--- src/rtl/core_ifq_if.sv ---
// Fetch/decode handshake bundle for the core_ifq instruction queue.
// The queue itself connects through the slave modport.
interface core_ifq_if #(
    parameter int AW = 2
);
    logic          fetch_valid;
    logic [31:0]   fetch_ins;
    logic [31:0]   fetch_pc;
    logic          fetch_err;
    logic          fetch_halt;
    logic          flush;
    logic          id_ready;
    logic          id_valid;
    logic [31:0]   id_ins;
    logic [31:0]   id_pc;
    logic          id_err;
    logic [AW:0]   ifq_count;

    modport master (
        output fetch_valid, fetch_ins, fetch_pc, fetch_err, flush, id_ready,
        input  fetch_halt, id_valid, id_ins, id_pc, id_err, ifq_count
    );

    modport slave (
        input  fetch_valid, fetch_ins, fetch_pc, fetch_err, flush, id_ready,
        output fetch_halt, id_valid, id_ins, id_pc, id_err, ifq_count
    );
endinterface

--- src/rtl/core_ifq.sv ---
// Fetch-to-decode instruction queue: circular buffer with flush, error lock and NOP fill.
// Optional same-cycle empty-queue bypass is enabled by defining CORE_IFQ_BYPASS_EN.
module core_ifq #(
    parameter int DEPTH = 4,
    parameter int AW    = 2
) (
    input  logic      clk,
    input  logic      rst,
    core_ifq_if.slave ifq
);
    localparam logic [31:0] NOP      = 32'h0000_0013;
    localparam logic [AW:0] FULL_CNT = (AW+1)'(DEPTH);

    logic [31:0]   ins_mem_r [DEPTH];
    logic [31:0]   pc_mem_r  [DEPTH];
    logic          err_mem_r [DEPTH];
    logic [AW-1:0] rd_ptr_r;
    logic [AW-1:0] wr_ptr_r;
    logic [AW-1:0] rd_ptr_nx_s;
    logic [AW-1:0] wr_ptr_nx_s;
    logic [AW:0]   count_r;
    logic [AW:0]   count_nx_s;
    logic          err_lock_r;
    logic          err_lock_nx_s;
    logic          full_s;
    logic          empty_s;
    logic          push_s;
    logic          pop_s;
    logic          byp_s;
    logic          take_err_s;

    // Queue control terms and the fetch halt request
    always_comb begin
        full_s  = (count_r == FULL_CNT);
        empty_s = (count_r == {(AW+1){1'b0}});
`ifdef CORE_IFQ_BYPASS_EN
        byp_s   = empty_s & ifq.fetch_valid & ~ifq.flush & ~err_lock_r;
`else
        byp_s   = 1'b0;
`endif
        // A bypassed word that decode takes immediately never occupies a slot
        push_s  = ifq.fetch_valid & ~full_s & ~err_lock_r & ~ifq.flush
                  & ~(byp_s & ifq.id_ready);
        pop_s   = ifq.id_ready & ~empty_s & ~ifq.flush;
        take_err_s = ifq.fetch_err & (push_s | (byp_s & ifq.id_ready));
        ifq.fetch_halt = full_s | err_lock_r | ifq.flush;
    end

    // Next pointer, occupancy and error-lock values
    always_comb begin
        rd_ptr_nx_s   = rd_ptr_r;
        wr_ptr_nx_s   = wr_ptr_r;
        count_nx_s    = count_r;
        err_lock_nx_s = err_lock_r;
        if (ifq.flush) begin
            rd_ptr_nx_s   = {AW{1'b0}};
            wr_ptr_nx_s   = {AW{1'b0}};
            count_nx_s    = {(AW+1){1'b0}};
            err_lock_nx_s = 1'b0;
        end else begin
            if (push_s) begin
                wr_ptr_nx_s = wr_ptr_r + AW'(1);
            end else begin
                wr_ptr_nx_s = wr_ptr_r;
            end
            if (pop_s) begin
                rd_ptr_nx_s = rd_ptr_r + AW'(1);
            end else begin
                rd_ptr_nx_s = rd_ptr_r;
            end
            case ({push_s, pop_s})
                2'b10:   count_nx_s = count_r + (AW+1)'(1);
                2'b01:   count_nx_s = count_r - (AW+1)'(1);
                default: count_nx_s = count_r;
            endcase
            if (take_err_s) begin
                err_lock_nx_s = 1'b1;
            end else begin
                err_lock_nx_s = err_lock_r;
            end
        end
    end

    // Pointer, occupancy and error-lock registers
    always_ff @(posedge clk) begin
        if (rst) begin
            rd_ptr_r   <= {AW{1'b0}};
            wr_ptr_r   <= {AW{1'b0}};
            count_r    <= {(AW+1){1'b0}};
            err_lock_r <= 1'b0;
        end else begin
            rd_ptr_r   <= rd_ptr_nx_s;
            wr_ptr_r   <= wr_ptr_nx_s;
            count_r    <= count_nx_s;
            err_lock_r <= err_lock_nx_s;
        end
    end

    // Entry storage; contents are only meaningful below count, so no reset
    always_ff @(posedge clk) begin
        if (push_s && !rst) begin
            ins_mem_r[wr_ptr_r] <= ifq.fetch_ins;
            pc_mem_r[wr_ptr_r]  <= ifq.fetch_pc;
            err_mem_r[wr_ptr_r] <= ifq.fetch_err;
        end
    end

    // Decode-side view: bypass word, head entry, or NOP filler
    always_comb begin
        ifq.ifq_count = count_r;
        if (byp_s) begin
            ifq.id_valid = 1'b1;
            ifq.id_ins   = ifq.fetch_ins;
            ifq.id_pc    = ifq.fetch_pc;
            ifq.id_err   = ifq.fetch_err;
        end else if (!empty_s) begin
            ifq.id_valid = 1'b1;
            ifq.id_ins   = ins_mem_r[rd_ptr_r];
            ifq.id_pc    = pc_mem_r[rd_ptr_r];
            ifq.id_err   = err_mem_r[rd_ptr_r];
        end else begin
            ifq.id_valid = 1'b0;
            ifq.id_ins   = NOP;
            ifq.id_pc    = 32'h0000_0000;
            ifq.id_err   = 1'b0;
        end
    end
endmodule

--- src/flat_wrapper.sv ---
// flat-port wrapper written by rule: the top's interface ports become plain ports
module core_ifq_flat 
#(
    parameter int DEPTH = 4,
    parameter int AW    = 2
)
  (clk, rst, ifq_fetch_valid, ifq_fetch_ins, ifq_fetch_pc, ifq_fetch_err, ifq_flush, ifq_id_ready, ifq_fetch_halt, ifq_id_valid, ifq_id_ins, ifq_id_pc, ifq_id_err, ifq_ifq_count);
  core_ifq_if #(.AW(AW)) ifq_i ();
  input  logic clk;
  input  logic rst;
  input wire logic [$bits(ifq_i.fetch_valid)-1:0] ifq_fetch_valid;
  input wire logic [$bits(ifq_i.fetch_ins)-1:0] ifq_fetch_ins;
  input wire logic [$bits(ifq_i.fetch_pc)-1:0] ifq_fetch_pc;
  input wire logic [$bits(ifq_i.fetch_err)-1:0] ifq_fetch_err;
  input wire logic [$bits(ifq_i.flush)-1:0] ifq_flush;
  input wire logic [$bits(ifq_i.id_ready)-1:0] ifq_id_ready;
  output wire logic [$bits(ifq_i.fetch_halt)-1:0] ifq_fetch_halt;
  output wire logic [$bits(ifq_i.id_valid)-1:0] ifq_id_valid;
  output wire logic [$bits(ifq_i.id_ins)-1:0] ifq_id_ins;
  output wire logic [$bits(ifq_i.id_pc)-1:0] ifq_id_pc;
  output wire logic [$bits(ifq_i.id_err)-1:0] ifq_id_err;
  output wire logic [$bits(ifq_i.ifq_count)-1:0] ifq_ifq_count;
  assign ifq_i.fetch_valid = ifq_fetch_valid;
  assign ifq_i.fetch_ins = ifq_fetch_ins;
  assign ifq_i.fetch_pc = ifq_fetch_pc;
  assign ifq_i.fetch_err = ifq_fetch_err;
  assign ifq_i.flush = ifq_flush;
  assign ifq_i.id_ready = ifq_id_ready;
  assign ifq_fetch_halt = ifq_i.fetch_halt;
  assign ifq_id_valid = ifq_i.id_valid;
  assign ifq_id_ins = ifq_i.id_ins;
  assign ifq_id_pc = ifq_i.id_pc;
  assign ifq_id_err = ifq_i.id_err;
  assign ifq_ifq_count = ifq_i.ifq_count;
  core_ifq #(.DEPTH(DEPTH), .AW(AW)) u_core (.clk(clk), .rst(rst), .ifq(ifq_i));
endmodule
--- config.mk ---
export PLATFORM = sky130hd
export DESIGN_NAME = core_ifq_flat
export DESIGN_NICKNAME = d
export VERILOG_FILES = /design/src/rtl/core_ifq_if.sv /design/src/rtl/core_ifq.sv /design/src/flat_wrapper.sv
export SDC_FILE = /design/constraint.sdc
export NUM_CORES = 1
export LEC_CHECK = 0
export CORE_UTILIZATION = 59
export DETAILED_ROUTE_END_ITERATION = 12
export HOLD_SLACK_MARGIN = 0.03
export PLACE_DENSITY = 0.85
export REMOVE_ABC_BUFFERS = 1
export SKIP_CTS_REPAIR_TIMING = 1
export SYNTH_ARGS = -nofsm -noshare
export SYNTH_HDL_FRONTEND = slang
export SYNTH_SLANG_ARGS = --single-unit
--- constraint.sdc ---
create_clock -name clk -period 25.5 [get_ports clk]
set_clock_uncertainty 0.1 [all_clocks]
set_input_delay 7.65 -clock clk [delete_from_list [all_inputs] [get_ports clk]]
set_output_delay 7.65 -clock clk [all_outputs]
set_load 0.03 [all_outputs]
Yosys cells after proc, flatten, opt, wreduce, memory -nomap -nowiden
Memories as Yosys holds them, arrays and structs flattened. A register that Yosys moved wholly into a read port is not among the register bits.
Cells that the tools add are included.
{"block": "totals", "reg_bits": 8, "rom_bits": 0, "input_bits": 70, "latch_bits": 0, "out_inout_bits": 70, "mem_bits_rw": 260, "mem_count": 3}
{"block": "classes", "shifts": 0, "div_mod_pow": 0, "n_reduce_logical": 5, "n_bitwise": 12, "n_mux": 13, "order_cmp": 0, "n_eq_ne": 3, "n_addsub": 4, "n_mul": 0}
{"name": "u_core.ins_mem_r", "words": 4, "width": 32, "rd": 1, "rd_clocked_by_memory_dff": 1, "write_ports": 1, "line": "core_ifq.sv:14", "text": "logic [31:0] ins_mem_r [DEPTH];"}
{"name": "u_core.pc_mem_r", "words": 4, "width": 32, "rd": 1, "rd_clocked_by_memory_dff": 1, "write_ports": 1, "line": "core_ifq.sv:15", "text": "logic [31:0] pc_mem_r [DEPTH];"}
{"name": "u_core.err_mem_r", "words": 4, "width": 1, "rd": 1, "rd_clocked_by_memory_dff": 1, "write_ports": 1, "line": "core_ifq.sv:16", "text": "logic err_mem_r [DEPTH];"}
{"operator": "$mux 32", "n": 2}
{"operator": "$mux 2", "n": 6}
{"operator": "$and 1x1->1", "n": 6}
{"operator": "$pmux 3 s2", "n": 1}
{"operator": "$add 2x1->2 const B", "n": 2}
{"operator": "$mux 1", "n": 4}
{"operator": "$not 1->1", "n": 4}
{"operator": "$add 3x1->3 const B", "n": 1}
{"operator": "$eq 3x3->1 const B", "n": 1}
{"operator": "$logic_not 3->1", "n": 1}
{"operator": "$sub 3x1->3 const B", "n": 1}
{"operator": "$eq 2x1->1 const B", "n": 1}
{"operator": "$eq 2x2->1 const B", "n": 1}
{"operator": "$or 1x1->1", "n": 2}
{"operator": "$reduce_bool 2->1", "n": 1}
{"operator": "$reduce_or 2->1", "n": 1}
{"operator": "$logic_and 1x1->1", "n": 1}
{"operator": "$logic_not 1->1", "n": 1}

Depth between registers and ports, before layout
Gate-level depths: netlist of the first run.
{"block": "logic_depth", "ltp_word": 8, "mapped_depth": 8, "ltp_nobuf": 8}

Worst setup path before layout of the first run
OpenSTA, ideal clock, no wires.
{"block": "synth_path", "path_type": "input -> output", "start": "input ifq_flush", "end": "output ifq_fetch_halt", "t_required_ns": 17.750, "arrival_ns": 7.992, "stages": 2, "setup_slack_ns": 9.758, "path_cell_list": "nor2_1 > nand2_1"}
{"block": "synth_via", "elab_chain_cells": 1}
{"element": "from (decl)", "line": "flat_wrapper.sv:15", "text": "input wire logic [$bits(ifq_i.flush)-1:0] ifq_flush;"}
{"element": "$or 1x1->1", "line": "core_ifq.sv:46", "text": "ifq.fetch_halt = full_s | err_lock_r | ifq.flush;"}
{"element": "to (decl)", "line": "flat_wrapper.sv:17", "text": "output wire logic [$bits(ifq_i.fetch_halt)-1:0] ifq_fetch_halt;"}
Every way passes these cells.

Worst setup path after layout of the first run
Ends and elaborated chain as after synthesis.

==> results.json, run 1 <==
{
  "clkLatencyLatePin_ps": 520,
  "place_area_um2": 11900,
  "path_cells": "clkdlybuf4s50_1, nor2_1, nand2_1, clkdlybuf4s50_1",
  "grt_max_degree": 66,
  "yosys_warnings": 0,
  "clk_path_buf_depth": 3,
  "rrSetupSlack_ps": 22880,
  "worstMarginPinSlew_ps": 990,
  "power.density_nw_per_um2": 74.7,
  "grt_pass1_vias": 5252,
  "synthToLayoutAreaGrowth_pct": 25.1,
  "arrival_ps": 9000,
  "crit_slowest_cell": "clkdlybuf4s50_1",
  "hp-class": "register to register",
  "netlist_area_um2": 10300,
  "critPathMaxFanout": 4,
  "ir_drop_v": 0.0000580,
  "ys_ff_latch": 270,
  "clkPwrFrac_pct": 44.7,
  "die-width_um": 134,
  "r2r_cells": 8,
  "cts.reportedPaths.clkPinSlew_ps": 60,
  "firstDrtPassIters": 8,
  "p_sw_share_pct": 18.2,
  "final_cell_mix": "edfxtp_1, clkdlybuf4s50_1, mux4_2",
  "layout_commonest_cell": "edfxtp_1",
  "violations": "design-rule violations",
  "reg2reg_from": "u_core.ifq.ifq_count[2]",
  "grt_overflow": 0,
  "die_area_um2": 18100,
  "drt.antenna.violating_nets": 0,
  "cp.required_ps": 17750,
  "path_depth": 4,
  "dp_hpwl_um": 10000,
  "num_rows": 48,
  "tns_ps": 0,
  "cts.sinks": 270,
  "cp_top_family": "buffers and inverters",
  "p_leak_nw": 4.10,
  "drt_wl_total_um": 18700,
  "antennaDiodeCount": 0,
  "cts-buffers-inserted": 26,
  "start_kind": "input pin",
  "power_mw": 0.966,
  "critPathCapture": "ifq_fetch_halt",
  "final_util_pct": 75.3,
  "vias": 4995,
  "antenna_found_initial": 0,
  "p_seq_share_pct": 50.9,
  "globalplace.congestion": 0.708,
  "cts_tree": "built",
  "grt_first_pass_wirelength_um": 28700,
  "switchingPower_mw": 0.176,
  "min-delay-start": "u_core.err_lock_r",
  "place.port_buffers": 139,
  "max-slew-margin-rel_pct": 34.0,
  "cp-startpoint": "ifq_flush",
  "outcome": "finished with violations",
  "cpMostUsedCell": "clkdlybuf4s50_1",
  "slew_viol_final": 0,
  "drt_iter0_markers": 349,
  "initial_core_util_pct": 60.2,
  "synth_cell_types": 24,
  "rsz0062_at_grt": "false",
  "grt_usage_pct": 21.3,
  "r2r_end": "u_core.ifq.ifq_count[2]",
  "via_per_inst": 5.76,
  "finalSetupViolCount": 0,
  "drive_above_1_share_pct": 19.5,
  "wl_per_cell_um": 21.5,
  "fmax_ghz": 0.0597,
  "path_buf_inv": 2,
  "h-tree-depth": 1,
  "fin_crit_ps": 16750,
  "maxCapViolCount": 0,
  "cts_root_buffer": "clkbuf_16",
  "comb_power_share_pct": 4.4,
  "p_int_mw": 0.790,
  "die_h_um": 134,
  "num_io_pins": 140,
  "worst_path_largest_cell_delay_ps": 660,
  "synthCells": 471,
  "post-route-period-util_pct": 65.7,
  "worstSetupEndpointType": "output port",
  "core_area_um2": 17200,
  "avgSynthCellArea_um2": 21.9,
  "nNetsFinal": 698,
  "seq_area_frac_synth_pct": 77.5,
  "post-route-drc-count": 1,
  "critPathKind": "input pin to output port",
  "hold_viol": 0,
  "final_area_um2": 12900
}
==> worst min-delay path by stage <==
| stage | cells past startpoint | slack (ps) | to |
|---|---|---|---|
| 6_report | 2 | 390 | u_core.err_lock_r |
| 3_3_place_gp | 2 | 340 | u_core.err_lock_r |
| 5_1_grt | 2 | 420 | u_core.err_lock_r |
| 4_1_cts | 2 | 380 | u_core.err_lock_r |
| 2_1_floorplan | 2 | 330 | u_core.err_lock_r |
| 3_5_place_dp | 2 | 370 | u_core.err_lock_r |
==> routing by layer <==
| layer | GRT usage (%) | share of wire (%) |
|---|---|---|
| met5 | 0 | 0 |
| met4 | 4.93 | 1.7 |
| met3 | 4.46 | 6.6 |
| met2 | 36.0 | 51 |
| met1 | 28.8 | 41 |
==> power groups by stage <==
stage	logic (mW)	registers (mW)	clock network (mW)
2_1_floorplan	0.0173	0.502	0
3_3_place_gp	0.0411	0.501	0
3_5_place_dp	0.0426	0.501	0
4_1_cts	0.0430	0.492	0.440
5_1_grt	0.0451	0.492	0.456
6_report	0.0426	0.492	0.432
==> cell type report <==
cell class / instances / area, um2
Inverter: 6 / 22.5
Clock inverter: 18 / 287
Tap cell: 225 / 282
Fill cell: 984 / 4240
Clock buffer: 30 / 707
Timing Repair Buffer: 144 / 1430
Sequential cell: 270 / 8020
Multi-Input combinational cell: 174 / 2190
==> synth_stat cells <==
master,count,area (um2)
nor2_1,8,30.0
nor3_2,1,10.0
or2_1,3,18.8
edfxtp_1,260,7810
mux4_2,65,1460
o31ai_1,1,7.51
fa_1,1,20.0
or3_1,2,12.5
and2_1,62,388
nand3_2,1,10.0
xor2_1,3,26.3
nand2_1,8,30.0
a21oi_1,3,15.0
inv_1,6,22.5
o21ai_0,3,15.0
or2_2,1,6.26
clkbuf_1,8,30.0
buf_6,6,67.6
nor3b_1,4,30.0
buf_2,7,35.0
ha_1,5,62.6
mux2i_1,2,20.0
or3b_2,1,8.76
dfxtp_1,10,200
==> through the flow <==
step	setup WS (ps)	instances	hold WS (ps)
4_1_cts	8760	867	385
5_1_grt	8710	867	421
2_1_floorplan	9760	450	326
3_3_place_gp	8790	819	341
6_report	8750	867	387
3_5_place_dp	8770	819	369
==> logic make-up (layout without fill, tap and decap cells) <==
group / after synthesis / after routing / share of synthesized area, %
compound gates: 7 / 7 / 0.363
xor+xnor: 3 / 3 / 0.254
fa+ha+maj: 6 / 6 / 0.799
buf+inv: 27 / 198 / 1.50
flops: 270 / 270 / 77.5
mux: 67 / 67 / 14.4
simple gates: 91 / 91 / 5.27
==> state kept, by name (all words and copies together) (netlist names), named ones only <==
register,count
u_core.err_mem_r,4
u_core.pc_mem_r,128
u_core.ifq.ifq_count,3
u_core.wr_ptr_r,2
u_core.ins_mem_r,128
u_core.err_lock_r,1
u_core.rd_ptr_r,2
==> worst min-delay path: cells and delay by family, from the launching register on <==
family	cells	cell delay, ps
AO/OA/AOI/OAI	1	70
flip-flops	1	320
AND/OR/NAND/NOR	1	50
Note: power is estimated with default switching activity, not from simulation.
==> run 2, diff against run 1 <==
--- a/config.mk
+++ b/config.mk
@@ -5,10 +5,10 @@
 export SDC_FILE = /design/constraint.sdc
 export NUM_CORES = 1
 export LEC_CHECK = 0
-export CORE_UTILIZATION = 59
+export CORE_UTILIZATION = 55
 export DETAILED_ROUTE_END_ITERATION = 12
 export HOLD_SLACK_MARGIN = 0.03
-export PLACE_DENSITY = 0.85
+export PLACE_DENSITY = 0.8
 export REMOVE_ABC_BUFFERS = 1
 export SKIP_CTS_REPAIR_TIMING = 1
 export SYNTH_ARGS = -nofsm -noshare
==> constraint.sdc (replaced) <==
create_clock -name clk -period 16.7 [get_ports clk]
set_clock_uncertainty 0.1 [all_clocks]
set_input_delay 5.01 -clock clk [delete_from_list [all_inputs] [get_ports clk]]
set_output_delay 5.01 -clock clk [all_outputs]
set_load 0.03 [all_outputs]
==> run 2 against run 1 <==
The flow still finishes with violations (design-rule violations). Register-to-register slack worse by 8800 ps. Non-clock buffer count up 4. Sequential share of layout area increased by 0.36 points. Final cell count is 1.0% higher. Utilization down 4.7 points. Sequential power rose by 53%. Sequential cell count is the same. Clock power up 37%. Critical path depth stayed put. Wire length decreased by 0.62%. Power is 46% higher. First-iteration DRC count is 17% lower. Critical endpoint unchanged. Largest power group unchanged.
==> results.json, run 2 (synthesized netlist as in run 1, its figures left out) <==
{
  "outcome": "finished with violations",
  "violations": "design-rule violations",
  "ir_drop_v": 0.000113,
  "nNetsFinal": 703,
  "drive_above_1_share_pct": 19.3,
  "grt_overflow": 0,
  "hold_viol": 0,
  "finalSetupViolCount": 0,
  "drt.antenna.violating_nets": 0,
  "post-route-period-util_pct": 68.6,
  "core_area_um2": 18200,
  "antenna_found_initial": 0,
  "wl_per_cell_um": 21.2,
  "post-route-drc-count": 10,
  "clk_path_buf_depth": 3,
  "initial_core_util_pct": 56.8,
  "critPathKind": "input pin to output port",
  "die_area_um2": 19300,
  "power_mw": 1.41,
  "grt_first_pass_wirelength_um": 29800,
  "grt_usage_pct": 20.2,
  "cp.required_ps": 11590,
  "slew_viol_final": 0,
  "via_per_inst": 5.61,
  "clkLatencyLatePin_ps": 510,
  "fmax_ghz": 0.0873,
  "worstMarginPinSlew_ps": 1040,
  "grt_pass1_vias": 5443,
  "final_cell_mix": "edfxtp_1, clkdlybuf4s50_1, mux4_2",
  "arrival_ps": 6340,
  "cts.reportedPaths.clkPinSlew_ps": 60,
  "fin_crit_ps": 11450,
  "drt_wl_total_um": 18500,
  "rsz0062_at_grt": "false",
  "firstDrtPassIters": 9,
  "grt_max_degree": 66,
  "h-tree-depth": 1,
  "maxCapViolCount": 0,
  "worstSetupEndpointType": "output port",
  "power.density_nw_per_um2": 110,
  "critPathMaxFanout": 4,
  "vias": 4912,
  "reg_top3": "u_core.ins_mem_r x128, u_core.pc_mem_r x128, u_core.err_mem_r x4",
  "tns_ps": 0,
  "num_rows": 49,
  "cts_root_buffer": "clkbuf_16",
  "dp_hpwl_um": 10600,
  "hp-class": "register to register",
  "place.port_buffers": 139,
  "layout_commonest_cell": "edfxtp_1",
  "start_kind": "input pin",
  "synthToLayoutAreaGrowth_pct": 24.4,
  "antennaDiodeCount": 0,
  "die_h_um": 139,
  "cts-buffers-inserted": 27,
  "cts_tree": "built",
  "drt_iter0_markers": 289,
  "max-slew-margin-rel_pct": 30.6,
  "die-width_um": 139,
  "globalplace.congestion": 0.729,
  "p_leak_nw": 4.06,
  "num_io_pins": 140,
  "cts.sinks": 270
}
run 2: cell types whose count changed in the layout (fill, tap and decap cells not counted), sizes merged:
cell,change
bufinv,-4
clkinvlp,+2
clkinv,+2
buf,+4
inv,+1
run 2: layout make-up:
| class | count | area, um2 |
|---|---|---|
| Clock buffer | 30 | 687 |
| Inverter | 6 | 22.5 |
| Sequential cell | 270 | 8020 |
| Multi-Input combinational cell | 174 | 2190 |
| Clock inverter | 19 | 196 |
| Fill cell | 1079 | 5350 |
| Timing Repair Buffer | 148 | 1460 |
| Tap cell | 229 | 287 |
run 2: report_power, final:
part	switching [mW]	internal (mW)	total, mW	leakage, nW
Sequential	0.00237	0.748	0.751	2.43
Clock	0.235	0.357	0.592	0.430
Combinational	0.0328	0.0325	0.0652	1.20
run 2: worst max-delay path, cell delays in order:
cell and delay [ps]:
clkdlybuf4s50_1 520, nor2_1 80, nand2_1 70, clkdlybuf4s50_1 660
run 2: per-layer routing:
metal  up-vias  part of all wire, %  global-route usage (%)
met5         -                    0                       0
met4         0                  1.4                    5.32
li1       2215                    -                       -
met1      2500                   40                    26.3
met3        21                  7.2                    4.04
met2       176                   51                    35.3
run 2: path summary, 6_finish.rpt:
kind                      startpoint                 endpoint  slack, ps  cells past startpoint
max                        ifq_flush           ifq_fetch_halt       5250                      4
max reg2reg  u_core.ifq.ifq_count[2]  u_core.ifq.ifq_count[2]      14080                      8
min               u_core.rd_ptr_r[1]                 register        400                      2
min reg2reg       u_core.rd_ptr_r[1]                 register        400                      2
run 2: through the flow:
stage | worst slack [ps] | std cells | utilization [%] | cell area, um2 | hold slack, ps
final | 5250 | 876 | 70.6 | 12900 | 401
after CTS | 5250 | 876 | 70.6 | 12900 | 402
after global routing | 5180 | 876 | 70.6 | 12900 | 427
after detailed placement | 5260 | 827 | 65.8 | 12000 | 389
after global placement | 5270 | 827 | 65.8 | 12000 | 345
after floorplan | 5880 | 450 | - | 10200 | 326
